**src/rtl/uart_pkg.sv**
```systemverilog
// +----------------------------------------------------------------------+
// | uart_pkg                                                             |
// | Shared receive-path types and constants for the USART receiver.      |
// | Rev 1.0 - initial release                                            |
// +----------------------------------------------------------------------+
`default_nettype none

package uart_pkg;

  typedef enum logic [1:0] {
    RX_IDLE  = 2'd0,
    RX_START = 2'd1,
    RX_DATA  = 2'd2,
    RX_STOP  = 2'd3
  } rx_state_e;

  localparam int SAMPLES_PER_BIT = 16;
  localparam int SAMPLE_MID      = 8;
  localparam int BRGL_MULT       = 4;
  localparam int RX_ENTRY_W      = 9;

  function automatic logic majority3(input logic a, input logic b, input logic c);
    return (a & b) | (a & c) | (b & c);
  endfunction

endpackage

`default_nettype wire

```
**src/rtl/uart_rx_fifo.sv**
```systemverilog
// +----------------------------------------------------------------------+
// | uart_rx_fifo                                                         |
// | Depth-parameterised circular FIFO; head entry is always presented.   |
// | Rev 1.0 - initial release                                            |
// +----------------------------------------------------------------------+
`default_nettype none

module uart_rx_fifo #(
  parameter int DEPTH = 2,
  parameter int WIDTH = 9
) (
  input  logic             clk,
  input  logic             rst,
  input  logic             flush,
  input  logic             push,
  input  logic             pop,
  input  logic [WIDTH-1:0] din,
  output logic             full,
  output logic             empty,
  output logic [WIDTH-1:0] head
);

  localparam int PTR_W = (DEPTH > 1) ? $clog2(DEPTH) : 1;
  localparam int CNT_W = $clog2(DEPTH + 1);

  logic [WIDTH-1:0] r_mem [DEPTH];
  logic [PTR_W-1:0] r_rd_ptr;
  logic [PTR_W-1:0] r_wr_ptr;
  logic [CNT_W-1:0] r_count;
  logic             w_pop;
  logic             w_push;

  function automatic logic [PTR_W-1:0] ptr_inc(input logic [PTR_W-1:0] p);
    return (p == PTR_W'(DEPTH - 1)) ? '0 : p + PTR_W'(1);
  endfunction

  assign empty  = (r_count == '0);
  assign full   = (r_count == CNT_W'(DEPTH));
  assign w_pop  = pop && !empty && !flush;
  // A pop frees the slot before the push lands, so full+pop+push is legal.
  assign w_push = push && (!full || w_pop) && !flush;
  assign head   = r_mem[r_rd_ptr];

  always_ff @(posedge clk or negedge rst) begin
    if (!rst) begin
      r_rd_ptr <= '0;
      r_wr_ptr <= '0;
      r_count  <= '0;
    end else if (flush) begin
      r_rd_ptr <= '0;
      r_wr_ptr <= '0;
      r_count  <= '0;
    end else begin
      if (w_pop)  r_rd_ptr <= ptr_inc(r_rd_ptr);
      if (w_push) r_wr_ptr <= ptr_inc(r_wr_ptr);
      case ({w_push, w_pop})
        2'b10:   r_count <= r_count + CNT_W'(1);
        2'b01:   r_count <= r_count - CNT_W'(1);
        default: r_count <= r_count;
      endcase
    end
  end

  always_ff @(posedge clk) begin
    if (w_push) r_mem[r_wr_ptr] <= din;
  end

endmodule

`default_nettype wire

```
**src/rtl/uart_rx_engine.sv**
```systemverilog
// +----------------------------------------------------------------------+
// | uart_rx_engine                                                       |
// | 16x oversampled asynchronous receiver with RCREG FIFO and status.    |
// | Rev 1.0 - initial release                                            |
// +----------------------------------------------------------------------+
`default_nettype none

module uart_rx_engine
  import uart_pkg::*;
#(
  parameter int FIFO_DEPTH  = 2,
  parameter int SYNC_STAGES = 2
) (
  input  logic       clk,
  input  logic       rst,
  input  logic       UART_RXD,
  input  logic       spen,
  input  logic       cren,
  input  logic       brgh,
  input  logic [7:0] spbrg,
  input  logic       rcreg_rd_en,
  output logic [7:0] rcreg_out,
  output logic       ferr,
  output logic       oerr,
  output logic       rxif_set_en,
  output logic       rx_busy
);

  localparam logic [3:0] c_idx_first_smp = 4'(SAMPLE_MID - 1);
  localparam logic [3:0] c_idx_mid_smp   = 4'(SAMPLE_MID);
  localparam logic [3:0] c_idx_last_smp  = 4'(SAMPLE_MID + 1);
  localparam logic [3:0] c_idx_end       = 4'(SAMPLES_PER_BIT - 1);

  logic [SYNC_STAGES-1:0] r_sync;
  logic                   r_rx_prev;
  rx_state_e              r_state;
  rx_state_e              w_state_nxt;
  logic [9:0]             r_presc;
  logic [9:0]             w_presc_max;
  logic [3:0]             r_idx;
  logic                   r_s7;
  logic                   r_s8;
  logic [7:0]             r_shift;
  logic [2:0]             r_bitcnt;
  logic                   r_oerr;
  logic                   w_rx_sync;
  logic                   w_tick;
  logic                   w_maj;
  logic                   w_active;
  logic                   w_fall;
  logic                   w_start;
  logic                   w_push;
  logic                   w_full;
  logic                   w_empty;
  logic [RX_ENTRY_W-1:0]  w_head;

  generate
    if (SYNC_STAGES > 1) begin : g_sync_multi
      always_ff @(posedge clk or negedge rst) begin
        if (!rst) r_sync <= '1;
        else      r_sync <= {r_sync[SYNC_STAGES-2:0], UART_RXD};
      end
    end else begin : g_sync_single
      always_ff @(posedge clk or negedge rst) begin
        if (!rst) r_sync <= '1;
        else      r_sync <= UART_RXD;
      end
    end
  endgenerate

  assign w_rx_sync = r_sync[SYNC_STAGES-1];

  always_ff @(posedge clk or negedge rst) begin
    if (!rst) r_rx_prev <= 1'b1;
    else      r_rx_prev <= w_rx_sync;
  end

  // One tick every (spbrg+1) clocks with brgh, BRGL_MULT times slower without.
  assign w_presc_max = brgh ? 10'(spbrg) : 10'(BRGL_MULT * (int'(spbrg) + 1) - 1);
  assign w_tick      = (r_presc == w_presc_max);
  assign w_maj       = majority3(r_s7, r_s8, w_rx_sync);
  assign w_active    = spen && cren && !r_oerr;
  assign w_fall      = r_rx_prev && !w_rx_sync;

  always_comb begin
    w_state_nxt = r_state;
    w_start     = 1'b0;
    w_push      = 1'b0;
    if (!spen || !cren) begin
      w_state_nxt = RX_IDLE;
    end else begin
      case (r_state)
        RX_IDLE: begin
          if (w_active && w_fall) begin
            w_state_nxt = RX_START;
            w_start     = 1'b1;
          end
        end
        RX_START: begin
          if (w_tick && (r_idx == c_idx_last_smp) && w_maj) w_state_nxt = RX_IDLE;
          else if (w_tick && (r_idx == c_idx_end))          w_state_nxt = RX_DATA;
        end
        RX_DATA: begin
          if (w_tick && (r_idx == c_idx_end) && (r_bitcnt == 3'd7)) w_state_nxt = RX_STOP;
        end
        RX_STOP: begin
          if (w_tick && (r_idx == c_idx_last_smp)) begin
            w_push      = 1'b1;
            w_state_nxt = RX_IDLE;
          end
        end
        default: w_state_nxt = RX_IDLE;
      endcase
    end
  end

  always_ff @(posedge clk or negedge rst) begin
    if (!rst) r_state <= RX_IDLE;
    else      r_state <= w_state_nxt;
  end

  always_ff @(posedge clk or negedge rst) begin
    if (!rst) begin
      r_presc  <= '0;
      r_idx    <= '0;
      r_s7     <= 1'b0;
      r_s8     <= 1'b0;
      r_shift  <= '0;
      r_bitcnt <= '0;
    end else if (w_start) begin
      r_presc  <= '0;
      r_idx    <= '0;
      r_bitcnt <= '0;
    end else if (r_state != RX_IDLE) begin
      if (w_tick) begin
        r_presc <= '0;
        r_idx   <= r_idx + 4'd1;
        if (r_idx == c_idx_first_smp) r_s7 <= w_rx_sync;
        if (r_idx == c_idx_mid_smp)   r_s8 <= w_rx_sync;
        if ((r_state == RX_DATA) && (r_idx == c_idx_last_smp)) r_shift  <= {w_maj, r_shift[7:1]};
        if ((r_state == RX_DATA) && (r_idx == c_idx_end))      r_bitcnt <= r_bitcnt + 3'd1;
      end else begin
        r_presc <= r_presc + 10'd1;
      end
    end
  end

  // Overrun only when the push finds no room; a same-cycle read makes room.
  always_ff @(posedge clk or negedge rst) begin
    if (!rst)                                     r_oerr <= 1'b0;
    else if (!spen || !cren)                      r_oerr <= 1'b0;
    else if (w_push && w_full && !rcreg_rd_en)    r_oerr <= 1'b1;
  end

  uart_rx_fifo #(
    .DEPTH (FIFO_DEPTH),
    .WIDTH (RX_ENTRY_W)
  ) u_fifo (
    .clk   (clk),
    .rst   (rst),
    .flush (!spen),
    .push  (w_push),
    .pop   (rcreg_rd_en),
    .din   ({~w_maj, r_shift}),
    .full  (w_full),
    .empty (w_empty),
    .head  (w_head)
  );

  assign rcreg_out   = w_empty ? 8'h00 : w_head[7:0];
  assign ferr        = w_empty ? 1'b0  : w_head[8];
  assign oerr        = r_oerr;
  assign rxif_set_en = !w_empty;
  assign rx_busy     = (r_state != RX_IDLE);

endmodule

`default_nettype wire

```
**config.mk**
```make
export PLATFORM = sky130hd
export DESIGN_NAME = uart_rx_engine
export DESIGN_NICKNAME = d
export VERILOG_FILES = /design/src/rtl/uart_pkg.sv /design/src/rtl/uart_rx_fifo.sv /design/src/rtl/uart_rx_engine.sv
export SDC_FILE = /design/constraint.sdc
export NUM_CORES = 1
export LEC_CHECK = 0
export BUFFER_PORTS_ARGS = -buffer_cell sky130_fd_sc_hd__clkbuf_2
export CORE_ASPECT_RATIO = 0.9
export CORE_MARGIN = 2
export CORE_UTILIZATION = 50
export CTS_CLUSTER_DIAMETER = 100
export DETAILED_ROUTE_END_ITERATION = 8
export PLACE_DENSITY = 0.71
export SLEW_MARGIN = 20
export SYNTH_ARGS = -nofsm -noshare
export SYNTH_HDL_FRONTEND = slang
export SYNTH_SLANG_ARGS = --single-unit
```
**constraint.sdc**
```tcl
create_clock -name clk -period 3.2 [get_ports clk]
set_input_delay 0.32 -clock clk [delete_from_list [all_inputs] [get_ports clk]]
set_output_delay 0.32 -clock clk [all_outputs]
set_load 0.01 [all_outputs]
```
### After elaboration in Yosys (flattened, before gate mapping)

Memories as Yosys holds them, arrays and structs flattened.
Index checks and enable logic that the tools add are counted.

| storage, ports and cells | value |
|---|---|
| word-level logic and storage cells | 125 |
| output and inout bits | 12 |
| memories | 1 |
| bits in registers | 37 |
| memory bits (writable) | 18 |

Memory list:

| name | words | width | read ports | clocked after Yosys merged registers in | wr ports | RTL line | source |
|---|---|---|---|---|---|---|---|
| u_fifo.r_mem | 2 | 9 | 1 | 0 | 1 | uart_rx_fifo.sv:26 | `logic [WIDTH-1:0] r_mem [DEPTH];` |

| cells by class | value |
|---|---|
| add/subtract/negate cells | 9 |
| bitwise gates (word level) | 7 |
| reductions and logical operators | 38 |
| equal/unequal tests | 19 |
| mux-type cells | 38 |

Operator list:

| operator | count |
|---|---|
| 2-to-1 mux 10 bit | 4 |
| 2-to-1 mux 1 bit | 17 |
| logical AND 1 bit | 16 |
| AND reduction 4 bit | 4 |
| 2-to-1 mux 2 bit | 7 |
| equality test 4 bit (second input constant) | 3 |
| 2-to-1 mux 3 bit | 4 |
| 2-to-1 mux 4 bit | 3 |
| adder 10 x 1 -> 10 bit (second input constant) | 1 |
| equality test 10 bit | 1 |
| nonzero test 2 bit | 5 |
| subtractor 10 x 1 -> 10 bit (second input constant) | 1 |
| != test 3 bit (second input constant) | 3 |
| adder 8 x 1 -> 8 bit (second input constant) | 1 |
| equality test 2 bit (second input constant) | 4 |
| 2-to-1 mux 8 bit | 1 |
| one-hot mux 2 bit (4 select lines) | 1 |
| logical NOT 1 bit | 7 |
| adder 4 x 1 -> 4 bit (second input constant) | 1 |
| equality test 2 x 1 -> 1 bit (second input constant) | 2 |
| equality test 4 x 3 -> 1 bit (second input constant) | 1 |
| logical NOT 2 bit | 2 |
| != test 2 x 1 -> 1 bit (second input constant) | 2 |
| != test 4 bit (second input constant) | 1 |
| other kinds (13) | 19 |

### Longest topological paths before layout

Gate-level depths: netlist of the first run.

| depth | value |
|---|---|
| depth in word-level cells | 13 |
| depth in mapped cells | 11 |

### Hierarchy

From an unflattened synthesis of the first run, not the netlist that was laid out.

| second synthesis, totals | value |
|---|---|
| cells, all modules | 314 |
| area, all modules | 3273.1 µm² |

By module, submodules not included:

| module | area an instance (µm²) | instances | seq. area each (µm²) | cells an instance |
|---|---|---|---|---|
| uart_rx_engine | 2374.8 | 1 | 829.5 | 259 |
| uart_rx_fifo | 898.4 | 1 | 640.6 | 55 |

### Least setup slack after synthesis of the first run

OpenSTA, ideal clock, no wires.

| timing | value |
|---|---|
| kind | in2reg |
| from | input spbrg[0] |
| to | memory u_fifo.r_mem[1][0], enable pin |
| path buffers | 1 |
| path slack | -0.388 ns |
| data arrival time | 3.250 ns |
| stages on the path | 11 |
| required time | 2.863 ns |
| cells stage by stage | ha_1 -> nand2_1 -> or3_1 -> and2_1 -> xnor3_1 -> a2111o_1 -> and3_4 -> or4_4 -> buf_6 -> a21oi_4 -> and2_1 |

| between the ends | value |
|---|---|
| longest elaborated chain between the ends | 12 |

Ends and longest elaborated chain:

| what | RTL line | source |
|---|---|---|
| from (decl) | uart_rx_engine.sv:20 | `input logic [7:0] spbrg,` |
| adder 8 x 1 -> 8 bit | uart_rx_engine.sv:79 | `assign w_presc_max = brgh ? 10'(spbrg) : 10'(BRGL_MULT * (int'(spbrg) + 1) - 1);` |
| subtractor 10 x 1 -> 10 bit | uart_rx_engine.sv:79 |  |
| 2-to-1 mux 10 bit (*) | uart_rx_engine.sv:79 |  |
| equality test 10 bit (*) | uart_rx_engine.sv:80 | `assign w_tick = (r_presc == w_presc_max);` |
| logical AND 1 bit (*) | uart_rx_engine.sv:107 | `if (w_tick && (r_idx == c_idx_last_smp)) begin` |
| 2-to-1 mux 1 bit (*) | uart_rx_engine.sv:107 |  |
| 2-to-1 mux 1 bit (*) | uart_rx_engine.sv:92 | `case (r_state)` |
| 2-to-1 mux 1 bit (*) | uart_rx_engine.sv:89 | `if (!spen \|\| !cren) begin` |
| logical AND 1 bit (*) (2 in a row) | uart_rx_fifo.sv:41 | `assign w_push = push && (!full \|\| w_pop) && !flush;` |
| 2-to-1 mux 1 bit (*) | uart_rx_fifo.sv:65 | `if (w_push) r_mem[r_wr_ptr] <= din;` |
| 2-to-1 mux 1 bit (implied by the code) (*) | uart_rx_fifo.sv:65 |  |
| to (decl) | uart_rx_fifo.sv:26 |  |

Mark *: on every way between the ends. The rest lies on a longest branch, timed or not.

### Final worst setup path of the first run

| timing | value |
|---|---|
| from | input spbrg[0] |
| to | memory u_fifo.r_mem[0][1], enable pin |

The elaborated chain is that of the path after synthesis.

==> results of run 1 <==
[cell type report]
cell class,instances,area (um2)
clock buffers,5,68.8
clock inverters,3,27.5
fillers,523,2340
inverters,12,45.0
multi-input cells,229,1690
flip-flops and latches,55,1470
well taps,87,109
repair buffers,60,398
[timing repair]
item	4_1_cts	5_1_grt
cloned	0	2
endpoints found under the setup margin	9	23
pin swaps	0	5
hold buffers	0	0
gates resized for setup	2	8
setup buffers	0	2
endpoints found under the hold margin	0	0
[flip-flops by register name, indices dropped and copies added (netlist names)]
signal           cells
oerr                 1
r_bitcnt             3
r_idx                4
r_presc             10
r_rx_prev            1
r_s7                 1
r_s8                 1
r_shift              8
r_state              2
r_sync               2
u_fifo.r_count       2
u_fifo.r_mem        18
u_fifo.r_rd_ptr      1
u_fifo.r_wr_ptr      1
[power by group through the flow]
stage | logic (mW) | clock network [mW] | registers (mW)
6_report | 0.157 | 0.403 | 0.757
5_1_grt | 0.175 | 0.436 | 0.760
4_1_cts | 0.153 | 0.415 | 0.757
3_5_place_dp | 0.152 | 0 | 0.771
3_3_place_gp | 0.149 | 0 | 0.770
2_1_floorplan | 0.102 | 0 | 0.761
[per-layer routing]
| layer | global-route usage [%] | vias up |
|---|---|---|
| li1 | - | 1213 |
| met1 | 30.8 | 1167 |
| met2 | 29.0 | 37 |
| met4 | 4.09 | 0 |
| met3 | 3.10 | 2 |
| met5 | 0 | - |
[per-stage QoR]
stage | std cells | hold WS, ns
floorplan | 306 | 0.0244
global placement | 439 | 0.345
detailed placement | 439 | 0.349
CTS | 447 | 0.0662
global route | 451 | 0.0726
finish | 451 | 0.0768
[critical path: cells and delay by family]
kind,cells,cell delay (ns)
XOR/XNOR,1,0.34
AO/OA/AOI/OAI,2,0.57
adder cells (fa/ha/maj),1,0.19
buffers and inverters,1,0.15
AND/OR/NAND/NOR,6,1.52
[worst max path at each step]
stage | start | endpoint | slack [ns]
6_report | spbrg[0] | u_fifo.r_mem[0][1] | 0.14
4_1_cts | r_presc[5] | u_fifo.r_mem[0][8] | 0.04
2_1_floorplan | spbrg[3] | u_fifo.r_mem[0][0] | -0.11
5_1_grt | spbrg[0] | u_fifo.r_mem[0][4] | 0.03
3_3_place_gp | spbrg[0] | u_fifo.r_mem[0][0] | -0.18
3_5_place_dp | spbrg[0] | u_fifo.r_mem[0][2] | -0.27
[cell usage in the layout, fill, tap and decap left out, types with 4 or more instances in the layout]
master and n:
dfrtp_1 33, buf_4 33, nand2_1 32, nor2_1 28
clkbuf_2 26, edfxtp_1 18, nand3_1 17, mux2i_1 13
xor2_1 13, inv_1 11, o21ai_0 11, xnor2_1 11
mux2_2 9, ha_1 7, nand4_1 6, a21oi_1 6
clkbuf_8 5, nor3_1 4
[kinds of logic (layout without fill, tap and decap cells)]
kind of cell             Yosys count  after routing  share of synthesized area (%)
AND/OR/NAND/NOR                  123            125                           20.3
multiplexers                      22             22                           7.26
adder cells (fa/ha/maj)            8              8                           3.14
AO/OA/AOI/OAI                     45             45                           10.9
XOR/XNOR                          29             29                           8.83
flip-flops                        55             55                           46.1
buffers and inverters             24             80                           3.41
==> run metrics, run 1 <==
Worst Hold Class input port to register; CTS H-tree depth 2; grt total ovfl 0; Final ANT Viol Nets 0; status completed; highest routed layer met4; combinational fraction of design power 11.9%; Mapped Nets 329; min-delay src UART_RXD; CP Data Required Time 3.23 ns; FP Rows 27; Setup-failing EPs final 0; register share of total power 57.5%; total power 1.32 mW; Yosys top cell area share 26.7%; CTS sink cnt 55; number of synthesized flops with an enable pin 18; PwrDens 346 mW/mm2; Die X 88.2 um; CP max stage delay 0.44 ns; largest cells by area after synthesis dfrtp_1 (27%), edfxtp_1 (17%), mux2i_1 (4.1%), xnor2_1 (3.8%), nand2_1 (3.8%); DR WL/cell 14.3 um; r2r setup slk 0.17 ns; metal3 WL 251 um; worst-path fanout max 6; Initial Util 51.9%; # diodes 0; CTS Buf Count 5; RR Startpoint r_presc[7]; Pint 972 uW; maximum vdd drop 0.000207 V; DP HPWL 4.86 mm; Sw Share 26.2%; core area 0.00615 mm2; Post-Syn Area per Cell 10.4 um2; RSZ-0062 raised after global routing false; synth warn 0; setup_tns 0 ns; Slew @ Worst Pin 0.909 ns; fin crit share 95.6%; largest net degree at the start of global routing 38; Clk pwr share 30.6%; cells on worst reg2reg path 9; post-synth top area cell dfrtp_1; RD Place Congestion 0.889; worst flop-to-flop path endpoint u_fifo.r_mem[0][1]; CTS tree done; GRT Overall Usage 19.8%; initial antenna violation count 0; DIE AREA 0.00703 mm2; Root Driver clkbuf_8; Fmax achieved 0.327 GHz; #FFs+latches synth 55; Fin. Hold Viols 0; FFs w/ async S/R, synth 67.3%; Hold Path End r_sync[0]; drt pass-1 iters 4; Die H 79.8 um; via count 2419; dpl ws -0.273 ns; WL final 6.43 mm; Finished Cell Area 0.00381 mm2; Critical Path End Type register; layout cell share with drive strength beyond 1 29.1%; number of global-route vias before repair 2251; slowest CP cell or4_4; clock tree buffer depth 2; DRT iter0 DRCs 157; leak pwr 1.69 nW; mean number of vias per cell 5.36; I/O pin count 27; Min-Delay Path Depth 1; Post-Syn Instances 306; clock latency on the worst-skew pair 0.31 ns; Slew Limit Fails 0; Worst slew margin 39.4%; crit path cell chain clkbuf_2 -> ha_4 -> nand2_1 -> or3_1 -> and2_1 -> xnor3_1 -> a2111o_1 -> and3_4 -> or4_4 -> a21oi_4 -> and2b_2; crit path time final 3.06 ns; CP Class input port to register; Switching Power 345 uW; Final Net Count 386; Residual DRC 0; Synth Flop Type dfrtp_1; area grow syn2layout 19.5%; I/O Buffers 26; most frequent cells after synthesis dfrtp_1 (34), nand2_1 (32), nor2_1 (28); post-layout util 62.0%; Met1 Wirelength 3.26 mm; met2 WL 2.89 mm; Syn Std Cell Area 0.00319 mm2; first-pass GRT wire length 10.9 mm; top-count cell post-synth dfrtp_1; Worst-path clk slew 0.10 ns; post-synth cell types 62; CP arrival 3.09 ns; sequential fraction of the synthesis area 46.1%; final clock skew 0.00473 ns; area post-placement 0.00364 mm2; Final WS setup 0.142 ns; type of origin of the critical path input port; Max-Cap Viols 0
Power figures use the tool's default switching activity.
==> run 2, diff against run 1 <==
Settings changed: CORE_MARGIN 2 to default, SKIP_CTS_REPAIR_TIMING from default to 1.
==> run metrics, run 2 (same netlist as run 1, synthesis figures left out) <==
Setup-failing EPs final 0 (unchanged); Worst-path clk slew 0.11 ns (was 0.10 ns); total power 1.32 mW (about the same); core area 0.00615 mm2 (unchanged); RR Startpoint r_presc[1] (was r_presc[7]); layout cell share with drive strength beyond 1 29.1% (about the same); PwrDens 349 mW/mm2 (was 346 mW/mm2); Slew @ Worst Pin 0.919 ns (was 0.909 ns); CP Data Required Time 3.23 ns (about the same); fin crit share 96.3% (was 95.6%); maximum vdd drop 0.000225 V (was 0.000207 V); DIE AREA 0.00670 mm2 (was 0.00703 mm2); CTS Buf Count 5 (unchanged); CP Class register to register (was input port to register); status completed (unchanged); Die X 86.2 um (was 88.2 um); max reg flops 18 (unchanged); drt pass-1 iters 4 (unchanged); Fmax achieved 0.324 GHz (was 0.327 GHz); first-pass GRT wire length 11.0 mm (was 10.9 mm); Largest regs u_fifo.r_mem: 18 flops, r_presc: 10 flops, r_shift: 8 flops (unchanged); Critical Path End Type register (unchanged); Final WS setup 0.117 ns (was 0.142 ns); CP arrival 3.11 ns (was 3.09 ns); largest net degree at the start of global routing 38 (unchanged); grt total ovfl 0 (unchanged); Max-Cap Viols 0 (unchanged); area grow syn2layout 18.8% (was 19.5%); end of the critical path u_fifo.r_mem[0][0] (was u_fifo.r_mem[0][1]); CTS sink cnt 55 (unchanged); Final ANT Viol Nets 0 (unchanged); RSZ-0062 raised after global routing false (unchanged); initial antenna violation count 0 (unchanged); final clock skew 0.0129 ns (was 0.00473 ns); r2r setup slk 0.12 ns (was 0.17 ns); Worst Setup SP r_presc[1] (was spbrg[0]); Largest Register u_fifo.r_mem (unchanged); I/O pin count 27 (unchanged); # diodes 0 (unchanged); I/O Buffers 26 (unchanged); GRT Overall Usage 20.7% (was 19.8%); Worst slew margin 38.7% (was 39.4%); dpl ws -0.246 ns (was -0.273 ns); Die H 77.8 um (was 79.8 um); commonest cells after routing, fill and taps aside dfrtp_1 (32), buf_4 (32), nand2_1 (31) (was dfrtp_1 (33), buf_4 (33), nand2_1 (32)); Finished Layout Cells 448 (was 451); Root Driver clkbuf_8 (unchanged); DR WL/cell 14.1 um (was 14.3 um); type of origin of the critical path register (was input port); clock tree buffer depth 2 (unchanged); worst flop-to-flop path endpoint u_fifo.r_mem[0][0] (was u_fifo.r_mem[0][1]); cells on worst reg2reg path 9 (unchanged); clock latency on the worst-skew pair 0.31 ns (about the same); DP HPWL 4.81 mm (was 4.86 mm); Placed Cells 440 (was 439); Fin. Hold Viols 0 (unchanged); worst-path fanout max 9 (was 6); leak pwr 1.68 nW (was 1.69 nW); Initial Util 51.9% (unchanged); WL final 6.32 mm (was 6.43 mm); Final Net Count 383 (was 386); number of global-route vias before repair 2344 (was 2251); Slew Limit Fails 0 (unchanged); FP Rows 27 (unchanged); mean number of vias per cell 5.44 (was 5.36); Worst Hold Class input port to register (unchanged); RD Place Congestion 0.893 (was 0.889); via count 2439 (was 2419); crit path time final 3.08 ns (was 3.06 ns); CTS H-tree depth 2 (unchanged); CTS tree done (unchanged); DRT iter0 DRCs 172 (was 157); final-layout fill cell count 525 (was 523); Residual DRC 0 (unchanged)
## run 2: report_power, final
part	switching [mW]	internal [mW]	leakage, nW	total, mW
clock network	0.242	0.161	0.0463	0.404
registers	0.0209	0.737	0.698	0.758
logic	0.0851	0.0741	0.937	0.159
## run 2: worst max-delay path, stage by stage, from the launching register on
cell     delay [ns]
dfrtp_2        0.46
nor3b_1        0.19
a21oi_1        0.06
o22ai_1        0.16
a21oi_1        0.09
or4_1          0.55
or2_2          0.33
or4_4          0.54
a21oi_4        0.16
and2b_4        0.25
## run 2: final cells by class
cell class	instances	area, um2	area share, %
Tap cell	87	109	2.87
Clock inverter	3	27.5	0.727
Sequential cell	55	1470	38.9
Multi-Input combinational cell	227	1680	44.2
Clock buffer	5	68.8	1.82
Timing Repair Buffer	59	390	10.3
Inverter	12	45.0	1.19
## run 2: stage by stage
stage | hold slack [ns] | instance area [um2] | setup TNS (ns) | util (%)
3_3_place_gp | 0.345 | 3650 | -3.18 | 59.4
3_5_place_dp | 0.349 | 3650 | -4.73 | 59.4
6_report | 0.0849 | 3790 | 0 | 61.6
4_1_cts | 0.0768 | 3750 | 0 | 61.0
5_1_grt | 0.0678 | 3790 | 0 | 61.6
2_1_floorplan | 0.0244 | 3230 | -1.48 | -
## run 2: how the worst min path moves through the flow
stage / from / endpoint / slack [ns] / cells after the start
floorplan: rst / oerr / 0.02 / 0
global placement: r_sync[0] / r_sync[1] / 0.35 / 0
detailed placement: r_sync[0] / r_sync[1] / 0.35 / 0
CTS: UART_RXD / r_sync[0] / 0.08 / 1
global route: UART_RXD / r_sync[0] / 0.07 / 1
finish: UART_RXD / r_sync[0] / 0.08 / 1
## run 2: routing by layer
layer	up-vias	routed length [um]	global-route usage (%)
met5	-	0	0
met4	0	31	3.50
met3	5	324	3.83
met2	55	2750	32.0
met1	1177	3220	30.8
li1	1202	-	-
==> run 3, diff against run 2 <==
==> constraint.sdc (replaced) <==
create_clock -name clk -period 2.55 [get_ports clk]
set_input_delay 0 -clock clk [delete_from_list [all_inputs] [get_ports clk]]
set_output_delay 0 -clock clk [all_outputs]
set_load 0.01 [all_outputs]
==> run metrics, run 3 (same netlist as run 1, synthesis figures left out) <==
Largest Register u_fifo.r_mem (unchanged); CTS H-tree depth 2 (unchanged); Final ANT Viol Nets 0 (unchanged); Clk pwr share 29.6% (was 30.6%); register share of total power 55.1% (was 57.4%); GRT Overall Usage 20.7% (about the same); crit path cell chain buf_4 -> xnor3_1 -> xor2_1 -> o41a_1 -> or2_4 -> or4_4 -> a21oi_4 -> and2_2 (was nor3b_1 -> a21oi_1 -> o22ai_1 -> a21oi_1 -> or4_1 -> or2_2 -> or4_4 -> a21oi_4 -> and2b_4); CP max stage delay 0.44 ns (was 0.55 ns); core area 0.00615 mm2 (unchanged); area post-placement 0.00376 mm2 (was 0.00365 mm2); leak pwr 1.91 nW (was 1.68 nW); final clock skew 0.0117 ns (was 0.0129 ns); initial antenna violation count 0 (unchanged); post-layout util 67.8% (was 61.6%); Slew Limit Fails 0 (unchanged); Max-Cap Viols 0 (unchanged); slowest CP cell or4_4 (was or4_1); Slew @ Worst Pin 0.932 ns (was 0.919 ns); highest routed layer met4 (unchanged); DIE AREA 0.00670 mm2 (unchanged); type of origin of the critical path register (unchanged); Die X 86.2 um (unchanged); CP Data Required Time 2.59 ns (was 3.23 ns); Setup-failing EPs final 37 (was 0); status complete, but fails checks (was completed); Worst slew margin 37.9% (was 38.7%); Critical Path End Type register (unchanged); RD Place Congestion 0.896 (was 0.893); met2 WL 3.13 mm (was 2.75 mm); Critical Path Stages 8 (was 9); Root Driver clkbuf_8 (unchanged); number of global-route vias before repair 2290 (was 2344); worst-path fanout max 5 (was 9); CP arrival 2.88 ns (was 3.11 ns); I/O pin count 27 (unchanged); clock tree buffer depth 2 (unchanged); cells on worst reg2reg path 8 (was 9); failing checks setup timing; Worst-path clk slew 0.11 ns (about the same); final hold slack 0.0409 ns (was 0.0849 ns); CP Class register to register (unchanged); maximum vdd drop 0.000356 V (was 0.000225 V); Final Net Count 413 (was 383); Residual DRC 0 (unchanged); WL final 6.96 mm (was 6.32 mm); DP HPWL 4.93 mm (was 4.81 mm); total power 1.72 mW (was 1.32 mW); Switching Power 464 uW (was 349 uW); Met1 Wirelength 3.32 mm (was 3.22 mm); largest net degree at the start of global routing 38 (unchanged); Initial Util 51.9% (unchanged); layout cell share with drive strength beyond 1 36.3% (was 29.1%); PwrDens 412 mW/mm2 (was 349 mW/mm2); Largest regs u_fifo.r_mem: 18 flops, r_presc: 10 flops, r_shift: 8 flops (unchanged); CTS Buf Count 5 (unchanged); I/O Buffers 26 (unchanged); drt pass-1 iters 4 (unchanged); CTS sink cnt 55 (unchanged); grt total ovfl 0 (unchanged); crit path time final 2.83 ns (was 3.08 ns); DRT iter0 DRCs 179 (was 172); CTS tree done (unchanged); fin crit share 111% (was 96.3%); FP Rows 27 (unchanged); commonest cells after routing, fill and taps aside buf_4 (51), dfrtp_1 (33), nand2_1 (29) (was dfrtp_1 (32), buf_4 (32), nand2_1 (31)); Pint 1.25 mW (was 972 uW); area grow syn2layout 30.8% (was 18.8%); mean number of vias per cell 5.36 (was 5.44); DR WL/cell 14.6 um (was 14.1 um); first-pass GRT wire length 10.7 mm (was 11.0 mm); # diodes 0 (unchanged); Die H 77.8 um (unchanged); CP delay by family, top simple AND/OR/NAND/NOR gates (unchanged); Bufs and invs on worst path 1 (was 0); Final WS setup -0.284 ns (was 0.117 ns); metal3 WL 407 um (was 324 um); RSZ-0062 raised after global routing true (was false); Worst Hold Class input port to register (unchanged); clock latency on the worst-skew pair 0.32 ns (was 0.31 ns); via count 2564 (was 2439); commonest non-fill, non-tap cell in the layout buf_4; combinational fraction of design power 15.3% (was 12.0%); Finished Cell Area 0.00417 mm2 (was 0.00379 mm2); Fin. Hold Viols 0 (unchanged); Sw Share 27.0% (was 26.4%); max reg flops 18 (unchanged); Fmax achieved 0.353 GHz (was 0.324 GHz); Min-Delay Path Depth 4 (was 1)
-- run 3: routing by layer --
metal | track usage (%) | vias up
met5 | 0 | -
met4 | 6.00 | 0
met3 | 3.72 | 7
met2 | 31.2 | 57
met1 | 30.5 | 1233
li1 | - | 1267
-- run 3: tightest hold or removal path, delay by kind of cell --
| family | cells | cell delay [ns] |
|---|---|---|
| buf+inv | 1 | 0.09 |
| compound gates | 1 | 0.11 |
| simple gates | 2 | 0.14 |
-- run 3: power by group through the flow --
stage          Combinational, mW  Clock, mW  Sequential [mW]
2_1_floorplan              0.128          0            0.955
6_report                   0.262      0.509            0.946
5_1_grt                    0.286      0.555            0.949
4_1_cts                    0.240      0.518            0.941
3_3_place_gp               0.235          0            0.959
3_5_place_dp               0.239          0            0.959
-- run 3: worst paths after layout --
kind	start	end	slack (ns)
max reg2reg	r_presc[7]	u_fifo.r_mem[1][2]	-0.28
max	r_presc[7]	u_fifo.r_mem[1][2]	-0.28
min	spen	r_state[1]	0.04
max in group asynchronous	rst	r_presc[1]	1.58
min reg2reg	r_sync[0]	r_sync[1]	0.36
min in group asynchronous	rst	u_fifo.r_count[0]	0.33
-- run 3: cell type report --
| type | instances | area, um2 |
|---|---|---|
| Clock buffer | 5 | 68.8 |
| Tap cell | 87 | 109 |
| Timing Repair Buffer | 86 | 613 |
| Sequential cell | 55 | 1470 |
| Inverter | 12 | 45.0 |
| Multi-Input combinational cell | 230 | 1840 |
| Fill cell | 485 | 1980 |
| Clock inverter | 3 | 25.0 |
-- run 3: metrics by stage --
step / setup TNS [ns] / std cells / setup WS (ns)
3_3_place_gp: -16.32 / 453 / -0.505
3_5_place_dp: -20.86 / 453 / -0.624
5_1_grt: -11.33 / 478 / -0.358
2_1_floorplan: -9.10 / 306 / -0.439
4_1_cts: -12.25 / 461 / -0.516
6_report: -7.55 / 478 / -0.284
